`src/rtl/quad_encoder_gen.sv`:
```
// rtl/quad_encoder_gen.sv - quadrature A/B waveform generator driven by step commands
//
// Purpose: emulates a rotary encoder. Each accepted command emits cmd_count
// quadrature edges in one direction, one edge every max(cmd_period,1) clocks,
// and tracks the signed-wrap position of all emitted edges.
//
// Optional feature: define QENC_INDEX_EN to add the enc_z index output.
//
// Ports:
//   clk, rst     clock; asynchronous active-high reset
//   cmd_valid    command offered (accepted when cmd_ready is high)
//   cmd_ready    high only in IDLE
//   cmd_dir      1 = forward (position increments), 0 = reverse
//   cmd_count    number of quadrature edges to emit
//   cmd_period   clk cycles between edges (0 behaves as 1)
//   abort        stop the running command; pending edge is suppressed
//   enc_a, enc_b quadrature outputs, straight from flops
//   busy         command in progress
//   done         one-cycle pulse at completion or abort
//   position     emitted-edge count, wraps modulo 2^POS_WIDTH
//   enc_z        (QENC_INDEX_EN only) high while position is zero
module quad_encoder_gen #(
  parameter int CNT_WIDTH = 16,
  parameter int DIV_WIDTH = 16,
  parameter int POS_WIDTH = 8
) (
  input  logic                 clk,
  input  logic                 rst,
  input  logic                 cmd_valid,
  output logic                 cmd_ready,
  input  logic                 cmd_dir,
  input  logic [CNT_WIDTH-1:0] cmd_count,
  input  logic [DIV_WIDTH-1:0] cmd_period,
  input  logic                 abort,
  output logic                 enc_a,
  output logic                 enc_b,
  output logic                 busy,
  output logic                 done,
`ifdef QENC_INDEX_EN
  output logic                 enc_z,
`endif
  output logic [POS_WIDTH-1:0] position
);

  typedef enum logic {IDLE, RUN} state_e;

  state_e               state_q, state_d;
  logic [CNT_WIDTH-1:0] rem_q, rem_d;
  logic [DIV_WIDTH-1:0] div_q, div_d;
  logic [DIV_WIDTH-1:0] period_q, period_d;
  logic                 dir_q, dir_d;
  logic                 a_q, a_d;
  logic                 b_q, b_d;
  logic [POS_WIDTH-1:0] pos_q, pos_d;
  logic                 done_q, done_d;
  // A zero-count command still owes a done pulse one cycle after accept.
  logic                 zero_q, zero_d;
  logic [DIV_WIDTH-1:0] period_eff;

  assign period_eff = (cmd_period == '0) ? DIV_WIDTH'(1) : cmd_period;

  always_comb begin
    state_d  = state_q;
    rem_d    = rem_q;
    div_d    = div_q;
    period_d = period_q;
    dir_d    = dir_q;
    a_d      = a_q;
    b_d      = b_q;
    pos_d    = pos_q;
    done_d   = 1'b0;
    zero_d   = 1'b0;

    case (state_q)
      IDLE: begin
        if (zero_q) done_d = 1'b1;
        if (cmd_valid) begin
          dir_d    = cmd_dir;
          period_d = period_eff;
          div_d    = period_eff - DIV_WIDTH'(1);
          rem_d    = cmd_count;
          if (cmd_count == '0) zero_d = 1'b1;
          else                 state_d = RUN;
        end
      end
      RUN: begin
        // rem_q == 0 marks the done cycle; busy stays high through it.
        if (rem_q == '0) begin
          state_d = IDLE;
        end else if (abort) begin
          rem_d  = '0;
          done_d = 1'b1;
        end else if (div_q == '0) begin
          // Gray-code step: forward 00->01->11->10, reverse the opposite way.
          if (dir_q) begin
            a_d   = b_q;
            b_d   = ~a_q;
            pos_d = pos_q + POS_WIDTH'(1);
          end else begin
            a_d   = ~b_q;
            b_d   = a_q;
            pos_d = pos_q - POS_WIDTH'(1);
          end
          rem_d = rem_q - CNT_WIDTH'(1);
          div_d = period_q - DIV_WIDTH'(1);
          if (rem_q == CNT_WIDTH'(1)) done_d = 1'b1;
        end else begin
          div_d = div_q - DIV_WIDTH'(1);
        end
      end
      default: state_d = IDLE;
    endcase
  end

  always_ff @(posedge clk or posedge rst) begin
    if (rst) begin
      state_q  <= IDLE;
      rem_q    <= '0;
      div_q    <= '0;
      period_q <= DIV_WIDTH'(1);
      dir_q    <= 1'b0;
      a_q      <= 1'b0;
      b_q      <= 1'b0;
      pos_q    <= '0;
      done_q   <= 1'b0;
      zero_q   <= 1'b0;
    end else begin
      state_q  <= state_d;
      rem_q    <= rem_d;
      div_q    <= div_d;
      period_q <= period_d;
      dir_q    <= dir_d;
      a_q      <= a_d;
      b_q      <= b_d;
      pos_q    <= pos_d;
      done_q   <= done_d;
      zero_q   <= zero_d;
    end
  end

`ifdef QENC_INDEX_EN
  logic z_q;

  always_ff @(posedge clk or posedge rst) begin
    if (rst) z_q <= 1'b1;
    else     z_q <= (pos_d == '0);
  end

  assign enc_z = z_q;
`endif

  assign enc_a     = a_q;
  assign enc_b     = b_q;
  assign position  = pos_q;
  assign done      = done_q;
  assign busy      = (state_q == RUN);
  assign cmd_ready = (state_q == IDLE);

endmodule
```
`config.mk`:
```
export PLATFORM = sky130hd
export DESIGN_NAME = quad_encoder_gen
export DESIGN_NICKNAME = d
export VERILOG_FILES = /design/src/rtl/quad_encoder_gen.sv
export SDC_FILE = /design/constraint.sdc
export NUM_CORES = 1
export LEC_CHECK = 0
export CAP_MARGIN = 25
export CORE_ASPECT_RATIO = 1.2
export CORE_UTILIZATION = 30
export DETAILED_ROUTE_END_ITERATION = 16
export PLACE_DENSITY = 0.47
export REMOVE_ABC_BUFFERS = 1
export SYNTH_ARGS = -nofsm -noshare
export SYNTH_HDL_FRONTEND = slang
export SYNTH_SLANG_ARGS = --single-unit
```
`constraint.sdc`:
```
create_clock -name clk -period 6.5 [get_ports clk]
set_clock_uncertainty 0.05 [all_clocks]
set_input_delay 1.3 -clock clk [delete_from_list [all_inputs] [get_ports clk]]
set_output_delay 1.3 -clock clk [all_outputs]
set_load 0.01 [all_outputs]
```
* Yosys cells after proc, flatten, opt, wreduce, memory -nomap -nowiden *
Cells that the tools add are included.

storage, ports and cells
  register bits = 62
  input port bits = 37
  word-level logic and storage cells = 61

operators by class
  add/sub/neg operators = 6
  equality and inequality tests = 5
  mux-type cells = 27
  bitwise operators = 5
  reductions and logical operators = 8

operator list
  operator               number
  $mux 16                9
  $logic_not 16->1       4
  $pmux 16 s2            2
  $sub 16x1->16 const B  4
  $eq 16x1->1 const B    1
  $mux 1                 13
  $add 8x1->8 const B    1
  $mux 8                 1
  $sub 8x1->8 const B    1
  $ne 2x2->1 const B     3
  $reduce_and 3->1       2
  $not 1->1              5
  $pmux 1 s2             2
  $reduce_and 4->1       1
  $ne 3x2->1 const B     1
  $reduce_and 2->1       1

* Longest topological paths before layout *
Gate-level depths: netlist (run 1).

  depth after elaboration = 6
  gate-level depth with buffers = 11
  gate-level depth less buffers = 11

* Least setup slack after synthesis (run 1) *
No wires, ideal clock.

  path type = in2reg
  start = in cmd_period[9]
  end = reg div_q[12]
  setup time = 0.082 ns
  arrival time = 3.033 ns
  data required time = 6.368 ns
  path slack = 3.335 ns
  stages on the path = 11
  buffers on the path = 0
  cell sequence = nor3_1 nand3_1 nor2_1 nor2_1 mux2_2 ha_1 o21ai_0 a31oi_2 nand4_1 or4_1 a31oi_1

between the ends
  cells in the longest elaborated chain, start to end = 5

RTL lines
  what                  line  RTL
  start, declared       33    input logic [DIV_WIDTH-1:0] cmd_period,
  $logic_not 16->1      60    assign period_eff = (cmd_period == '0) ? DIV_WIDTH'(1) : cmd_period;
  $mux 16 *             60
  $sub 16x1->16 *       80    div_d = period_eff - DIV_WIDTH'(1);
  $mux 16 *             77    if (cmd_valid) begin
  $pmux 16 s2 *         74    case (state_q)
  end signal, assigned  130   div_q <= div_d;
  end, declared         49    logic [DIV_WIDTH-1:0] div_q, div_d;

Every way passes the cells marked *; elsewhere a longest branch is shown, timed or not. The select of a mux whose other input is x is not followed.
A chain may end at the register's enable or synchronous reset.

* Worst setup path after layout (run 1) *
  start = in cmd_period[1]
  end = reg div_q[14]

The elaborated chain is that of the path after synthesis.

==> results of run 1 <==
## worst max-delay path, cell delays in order
cell,delay [ns]
clkdlybuf4s50_1,0.59
nor3_1,0.08
nand3_1,0.09
nor2_1,0.07
nor2_1,0.13
mux2_2,0.19
ha_1,0.17
o21ai_0,0.11
a31oi_2,0.23
nand4_1,0.26
or4_1,0.56
a31oi_1,0.17
## flip-flops by register name (all words and copies together), names as in the netlist
register  cells
rem_q        16
done          1
div_q        16
enc_b         1
dir_q         1
busy          1
period_q     16
enc_a         1
zero_q        1
position      8
## placed cells by master, fill, tap and decap left out, drive strengths merged, types with 4 or more instances in the layout
cell	netlist	routed
xnor2	6	6
nor4	10	10
mux2	6	6
inv	7	7
o21a	4	4
clkdlybuf4s50	0	49
nand2	75	75
nor2b	4	4
o211ai	4	4
a22oi	6	6
clkbuf	16	10
a31oi	15	15
or3	4	4
nor2	41	41
mux2i	5	5
nand3	7	7
or4	6	6
buf	11	5
a21o	5	5
o31ai	6	6
nor3	19	19
ha	9	9
a21oi	28	28
o21ai	50	50
xor2	7	7
a41oi	5	5
nand4	5	5
dfrtp	61	61
## power groups by stage
stage	Sequential [mW]	Combinational, mW	Clock, mW
finish	0.659	0.864	0.519
global route	0.683	0.979	0.553
CTS	0.657	0.863	0.532
detailed placement	0.661	0.860	0
global placement	0.662	0.855	0
floorplan	0.644	0.613	0
## cells by family (layout without fill, tap and decap cells)
family	count (synthesis)	count (layout)	share of synthesized area, %
multiplexers	11	11	3.045
AND/OR/NAND/NOR	184	184	22.06
adder cells (fa/ha/maj)	10	10	3.434
flip-flops	62	62	40.20
buffers and inverters	34	77	4.179
XOR/XNOR	13	13	2.948
AO/OA/AOI/OAI	145	145	24.13
## path summary, 6_finish.rpt
check / from / to / slack [ns] / cells past startpoint
setup / recovery: cmd_period[1] / div_q[14] / 2.75 / 12
hold / removal: period_q[13] / period_q[13] / 0.42 / 2
setup reg to reg: div_q[10] / div_q[10] / 3.27 / 11
hold reg to reg: period_q[13] / period_q[13] / 0.42 / 2
max in group asynchronous: rst / period_q[14] / 4.36 / 3
min in group asynchronous: rst / position[5] / 1.49 / 3
## per-layer routing
metal | GRT usage [%] | vias to the layer above | routed length [um]
met2 | 29.30 | 81 | 5436
met1 | 23.04 | 1719 | 5147
met4 | 7.190 | 0 | 215
met5 | 0 | - | 0
met3 | 3.751 | 16 | 442
li1 | - | 1765 | -
## cell type report
type	count	area [um2]	area share, %
multi-input cells	363	2151	45.01
flip-flops and latches	62	1553	32.50
repair buffers	54	528.0	11.05
clock buffers	10	229.0	4.792
well taps	164	205.2	4.294
clock inverters	6	86.33	1.807
inverters	7	26.28	0.5499
==> results.json, run 1 <==
{
  "status": "finished clean",
  "synth_edf_count": 0,
  "fin_crit_ns": 3.747,
  "vias_per_cell": 5.377,
  "p_total_mw": 2.042,
  "finalCritPeriodShare_pct": 57.65,
  "synthTopCellsByArea": "dfrtp_1, nand2_1, o21ai_0",
  "post-synth-top-count-cell": "nand2_1",
  "synthToLayoutAreaGrowth_pct": 23.71,
  "grt_start_max_net_pins": 63,
  "syn_area_um2": 3862,
  "num_antenna_cells": 0,
  "cp.required_ns": 6.70,
  "synth_cells": 459,
  "seq_power_share_pct": 32.3,
  "grt_pass1_vias": 3530,
  "die_h_um": 126.3,
  "crit_arrival_ns": 3.95,
  "syn_avg_cell_area_um2": 8.415,
  "grt-ovfl-total": 0,
  "numPlacedInstances": 650,
  "ys.flop_type": "dfrtp_1",
  "cts_setup_buffers": 0,
  "ir_drop_mv": 0.1622,
  "portBuffers": 49,
  "max_freq_mhz": 266.9,
  "cts_num_sinks": 62,
  "die_x_um": 105.6,
  "grt_pass1_wl_mm": 18.49,
  "ys.warnings.count": 0,
  "synthArstFlopShare_pct": 100.0,
  "p_int_mw": 1.211,
  "cts_buffers": 9,
  "dieArea_um2": 13330,
  "crit_fanout": 5,
  "final_cell_area_um2": 4778,
  "swShare_pct": 40.67,
  "hold_buffers": 0,
  "post-route-util_pct": 37.89,
  "hpwl_mm": 7.694,
  "clk_path_buf_depth": 2,
  "coreArea_um2": 12610,
  "yosys.cell_types.count": 63,
  "yosys-top-cells-count": "nand2_1, dfrtp_1, nor2_1",
  "switching_power_uw": 830.4,
  "worst_setup_path_end_kind": "register",
  "start_util_pct": 30.62,
  "cts.repair.resized": 0,
  "first_iter_violations": 272,
  "worstSkewPairLatency_ns": 0.33,
  "worst_pin_slew_ns": 0.8812,
  "htree_levels": 3,
  "firstDrtPassIters": 4,
  "relSlewSlack_pct": 41.25,
  "root_buffer": "clkbuf_16",
  "startpoint_type": "input port",
  "nets": 544,
  "fin_tns_setup_ns": 0,
  "slew_violations": 0,
  "antenna_found_initial": 0,
  "synth_top_area_share_pct": 39.52,
  "vias": 3581,
  "powerDensity_nw_per_um2": 427.3,
  "fillers": 1294,
  "yosysTopAreaCell": "dfrtp_1",
  "rsz0062_at_grt": "false",
  "drv_cap": 0,
  "ys_seq_area_share_pct": 40.20,
  "setup_viol": 0,
  "wl_per_cell_um": 16.88,
  "grtUsageTotal_pct": 17.89,
  "fin_ws_ns": 2.753,
  "drive_above_1_share_pct": 6.375,
  "min-delay-path-class": "register to register",
  "path_clk_slew_ns": 0.05,
  "place_ws_ns": 2.439,
  "final_antenna_net_count": 0,
  "clockPowerShare_pct": 25.4,
  "finalWirelength_mm": 11.24,
  "p_comb_share_pct": 42.3,
  "io_pins": 50,
  "p_leak_nw": 1.948,
  "synth-seq-cells": 62,
  "rows": 45,
  "drcViolationCount": 0,
  "finalHoldViolCount": 0,
  "fin_cells": 666,
  "path_class": "input port to register",
  "cts_tree": "built",
  "routabilityCongestion": 0.8525,
  "place_area_um2": 4463,
  "fin_hold_ws_ns": 0.4220
}
(Power assumes the default switching activity.)
==> run 2, diff against run 1 <==
- clock period: 6.5 -> 3.7 ns (I/O delays scaled with it)
==> results.json, run 2 (synthesized netlist as in run 1, its figures left out) <==
{
  "critPathTopFamily": "simple AND/OR/NAND/NOR gates",
  "root_buffer": "clkbuf_16",
  "grt_pass1_wl_mm": 18.99,
  "whs_path_depth": 1,
  "place_ws_ns": 0.2677,
  "numPlacedInstances": 659,
  "drive_above_1_share_pct": 7.451,
  "p_leak_nw": 1.976,
  "post-route-util_pct": 38.15,
  "die_x_um": 105.6,
  "clk_path_buf_depth": 2,
  "cts_num_sinks": 62,
  "hold_buffers": 0,
  "status": "finished clean",
  "min-delay-path-class": "register to register",
  "crit_arrival_ns": 3.30,
  "setup_viol": 0,
  "coreArea_um2": 12610,
  "final_cell_area_um2": 4812,
  "nets": 553,
  "fin_tns_setup_ns": 0,
  "antenna_found_initial": 0,
  "first_iter_violations": 238,
  "grt_start_max_net_pins": 54,
  "synthToLayoutAreaGrowth_pct": 24.59,
  "final_antenna_net_count": 0,
  "num_antenna_cells": 0,
  "portBuffers": 49,
  "place_area_um2": 4543,
  "rsz0062_at_grt": "false",
  "die_h_um": 126.3,
  "io_pins": 50,
  "htree_levels": 3,
  "slew_violations": 0,
  "layout_common_cells": "nand2_1, dfrtp_1, clkdlybuf4s50_1",
  "rows": 45,
  "cts.repair.resized": 0,
  "start_util_pct": 30.62,
  "grt-ovfl-total": 0,
  "fin_ws_ns": 0.6007,
  "fin_crit_ns": 3.099,
  "worst_setup_path_end_kind": "register",
  "hpwl_mm": 8.052,
  "drv_cap": 0,
  "path_class": "input port to register",
  "drcViolationCount": 0,
  "finalHoldViolCount": 0,
  "worstSkewPairLatency_ns": 0.33,
  "finalWirelength_mm": 11.22,
  "wl_per_cell_um": 16.64,
  "r2r_cells": 11,
  "cp_slowest_cell": "or4_1",
  "cts_setup_buffers": 0,
  "reg_top3": "div_q (16), period_q (16), rem_q (16)",
  "path_clk_slew_ns": 0.05,
  "cts_buffers": 9,
  "cp.depth": 12,
  "vias_per_cell": 5.430,
  "dieArea_um2": 13330,
  "cp_cell_sequence": "clkdlybuf4s50_1, nor3_1, nand3_1, nor2_1, nor2_1, mux2_2, ha_1, o21ai_0, a31oi_2, nand4_1, or4_1, a31oi_1",
  "fin_cells": 674,
  "grt_pass1_vias": 3613,
  "path_buf_inv": 1,
  "cp.required_ns": 3.90,
  "cts_tree": "built",
  "mostFrequentLayoutCell": "nand2_1",
  "ir_drop_mv": 0.2617,
  "vias": 3660,
  "crit_fanout": 5,
  "max_freq_mhz": 322.7,
  "firstDrtPassIters": 4,
  "finalCritPeriodShare_pct": 83.76,
  "slowest_delay_ns": 0.55,
  "powerDensity_nw_per_um2": 727.3,
  "relSlewSlack_pct": 51.48,
  "grtUsageTotal_pct": 18.11,
  "worst_pin_slew_ns": 0.7223,
  "crit_top_cell": "nor2_1",
  "startpoint_type": "input port",
  "routabilityCongestion": 0.7941,
  "fillers": 1341
}
==> run 2: power breakdown <==
part	internal, mW	switching, mW	leakage [nW]
clock	0.485	0.294	0.133
combinational	0.646	0.914	1.09
sequential	0.928	0.232	0.754
==> run 2: final timing paths <==
kind,startpoint,end,slack (ns)
worst max-delay path,cmd_period[3],div_q[14],0.60
worst min-delay path,zero_q,done,0.41
worst max register to register,div_q[10],div_q[10],0.64
worst min register to register,zero_q,done,0.41
max in group asynchronous,rst,period_q[0],2.39
min in group asynchronous,rst,position[5],0.60
==> run 2: area by class of cell <==
type                            instances  area [um2]  share of cell area [%]
Clock buffer                           14       264.0                   5.486
Timing Repair Buffer                   63       608.1                   12.64
Multi-Input combinational cell        363        2151                   44.70
Sequential cell                        62        1553                   32.27
Tap cell                              164       205.2                   4.264
Clock inverter                          1       5.005                  0.1040
Inverter                                7       26.28                  0.5460
==> run 2: metal layers <==
layer | wire length (um) | global-route usage, %
met3 | 467 | 3.751
met2 | 5381 | 30.50
met1 | 5084 | 22.88
met4 | 282 | 6.699
met5 | 0 | 0
==> run 2: metrics by stage <==
stage	hold WS, ns	power [mW]
after floorplan	0.3814	2.209
after global placement	0.3991	2.722
after detailed placement	0.3985	2.723
after CTS	0.4122	3.525
after global routing	0.4467	3.802
final	0.4104	3.500
==> run 3, diff against run 2 <==
- PLACE_DENSITY: 0.47 -> 0.48
- clock period: 3.7 -> 2.66 ns (I/O delays scaled with it)
==> results.json, run 3 (synthesized netlist as in run 1, its figures left out) <==
{
  "status": "finished clean",
  "layout_common_cells": "buf_4, nand2_1, dfrtp_1",
  "max_freq_mhz": 385.6,
  "path_class": "register to register",
  "clk_path_buf_depth": 2,
  "worstSkewPairLatency_ns": 0.33,
  "cts_num_sinks": 62,
  "min-delay-path-class": "register to register",
  "startpoint_type": "register",
  "post-route-util_pct": 43.71,
  "root_buffer": "clkbuf_16",
  "die_h_um": 126.3,
  "drcViolationCount": 0,
  "finalHoldViolCount": 0,
  "worst_setup_path_end_kind": "register",
  "antenna_found_initial": 0,
  "finalWirelength_mm": 11.69,
  "mostFrequentLayoutCell": "buf_4",
  "hold_buffers": 0,
  "rows": 45,
  "grt_pass1_wl_mm": 19.22,
  "fin_crit_ns": 2.593,
  "path_clk_slew_ns": 0.05,
  "cts_buffers": 9,
  "ir_drop_mv": 0.3487,
  "dieArea_um2": 13330,
  "portBuffers": 49,
  "drv_cap": 0,
  "firstDrtPassIters": 4,
  "grt_pass1_vias": 3849,
  "fillers": 1258,
  "relSlewSlack_pct": 65.76,
  "powerDensity_nw_per_um2": 986.6,
  "htree_levels": 3,
  "wl_per_cell_um": 15.71,
  "grt_start_max_net_pins": 43,
  "setup_viol": 0,
  "cp.required_ns": 2.87,
  "start_util_pct": 30.62,
  "final_antenna_net_count": 0,
  "slew_violations": 0,
  "rsz0062_at_grt": "true",
  "grt-ovfl-total": 0,
  "finalCritPeriodShare_pct": 97.49,
  "grtUsageTotal_pct": 18.33,
  "crit_arrival_ns": 2.80,
  "first_iter_violations": 218,
  "worst_pin_slew_ns": 0.5128,
  "synthToLayoutAreaGrowth_pct": 42.73,
  "hpwl_mm": 8.604,
  "cts_tree": "built",
  "p_total_mw": 5.439,
  "crit_fanout": 3,
  "coreArea_um2": 12610,
  "routabilityCongestion": 0.8680,
  "drive_above_1_share_pct": 20.86,
  "p_leak_nw": 2.457,
  "nets": 624,
  "reg_top3": "div_q (16), period_q (16), rem_q (16)",
  "vias": 3930,
  "die_x_um": 105.6,
  "vias_per_cell": 5.282,
  "io_pins": 50,
  "num_antenna_cells": 0
}
==> run 3: cell count changes in the layout (fill, tap and decap cells not counted), sizes merged, moves of 4 or more <==
| cell | delta |
|---|---|
| buf | +71 |
| clkdlybuf4s50 | -15 |
| dlygate4sd2 | +4 |
| dlymetal6s2s | +11 |
==> run 3: power by group <==
| group | switching [mW] | internal [mW] |
|---|---|---|
| logic | 1.40 | 1.24 |
| clock network | 0.413 | 0.766 |
| registers | 0.327 | 1.29 |
==> run 3: metal layers <==
layer  up-vias  part of all wire, %  track usage [%]
met4         0                  2.4            8.497
met1      1899                   45            23.11
met2        85                   49            31.23
li1       1925                    -                -
met3        21                  3.4            2.312
met5         -                    0                0
==> run 3: cell type report <==
cell class	count	area (um2)	share of cell area, %
multi-input combinational	363	2262	41.03
sequential	62	1553	28.17
timing repair buffer	134	1176	21.33
clock buffer	13	260.3	4.721
tap	164	205.2	3.722
clock inverter	1	30.03	0.5447
inverter	7	26.28	0.4766
==> run 3: critical path, stage by stage, from the launching register on <==
cell	delay (ns)
dfrtp_1	0.40
nor4_4	0.31
nand4_1	0.20
nor3_2	0.19
buf_4	0.15
a21oi_1	0.06
mux2_4	0.28
ha_4	0.18
o21ai_4	0.06
a31oi_4	0.05
buf_4	0.15
or2_2	0.28
a31oi_1	0.15
==> run 3: metrics by stage <==
stage               hold slack [ns]  cell area (um2)  TNS [ns]  setup WS, ns  instances
finish                       0.4277             5513         0       0.06678        744
global route                 0.4576             5513   -0.2254      -0.06854        744
CTS                          0.4332             5381         0       0.01164        739
detailed placement           0.4194             5034    -4.016       -0.5414        723
global placement             0.4146             5034    -3.438       -0.4784        723
floorplan                    0.3814             3727    -13.20       -0.8841        432
==> run 3: worst paths after layout <==
| path | start | endpoint | slack, ns | cells past startpoint |
|---|---|---|---|---|
| max in group asynchronous | rst | period_q[0] | 1.39 | 3 |
| hold / removal | period_q[14] | period_q[14] | 0.43 | 2 |
| min in group asynchronous | rst | period_q[2] | 0.50 | 2 |
| setup / recovery | div_q[14] | div_q[4] | 0.07 | 12 |
| hold reg to reg | period_q[14] | period_q[14] | 0.43 | 2 |
| setup reg to reg | div_q[14] | div_q[4] | 0.07 | 12 |
==> run 3: what timing repair did <==
action,CTS,global route
resized for setup,15,22
setup buffers,2,7
pin swaps,10,11
setup endpoints to repair,6,12
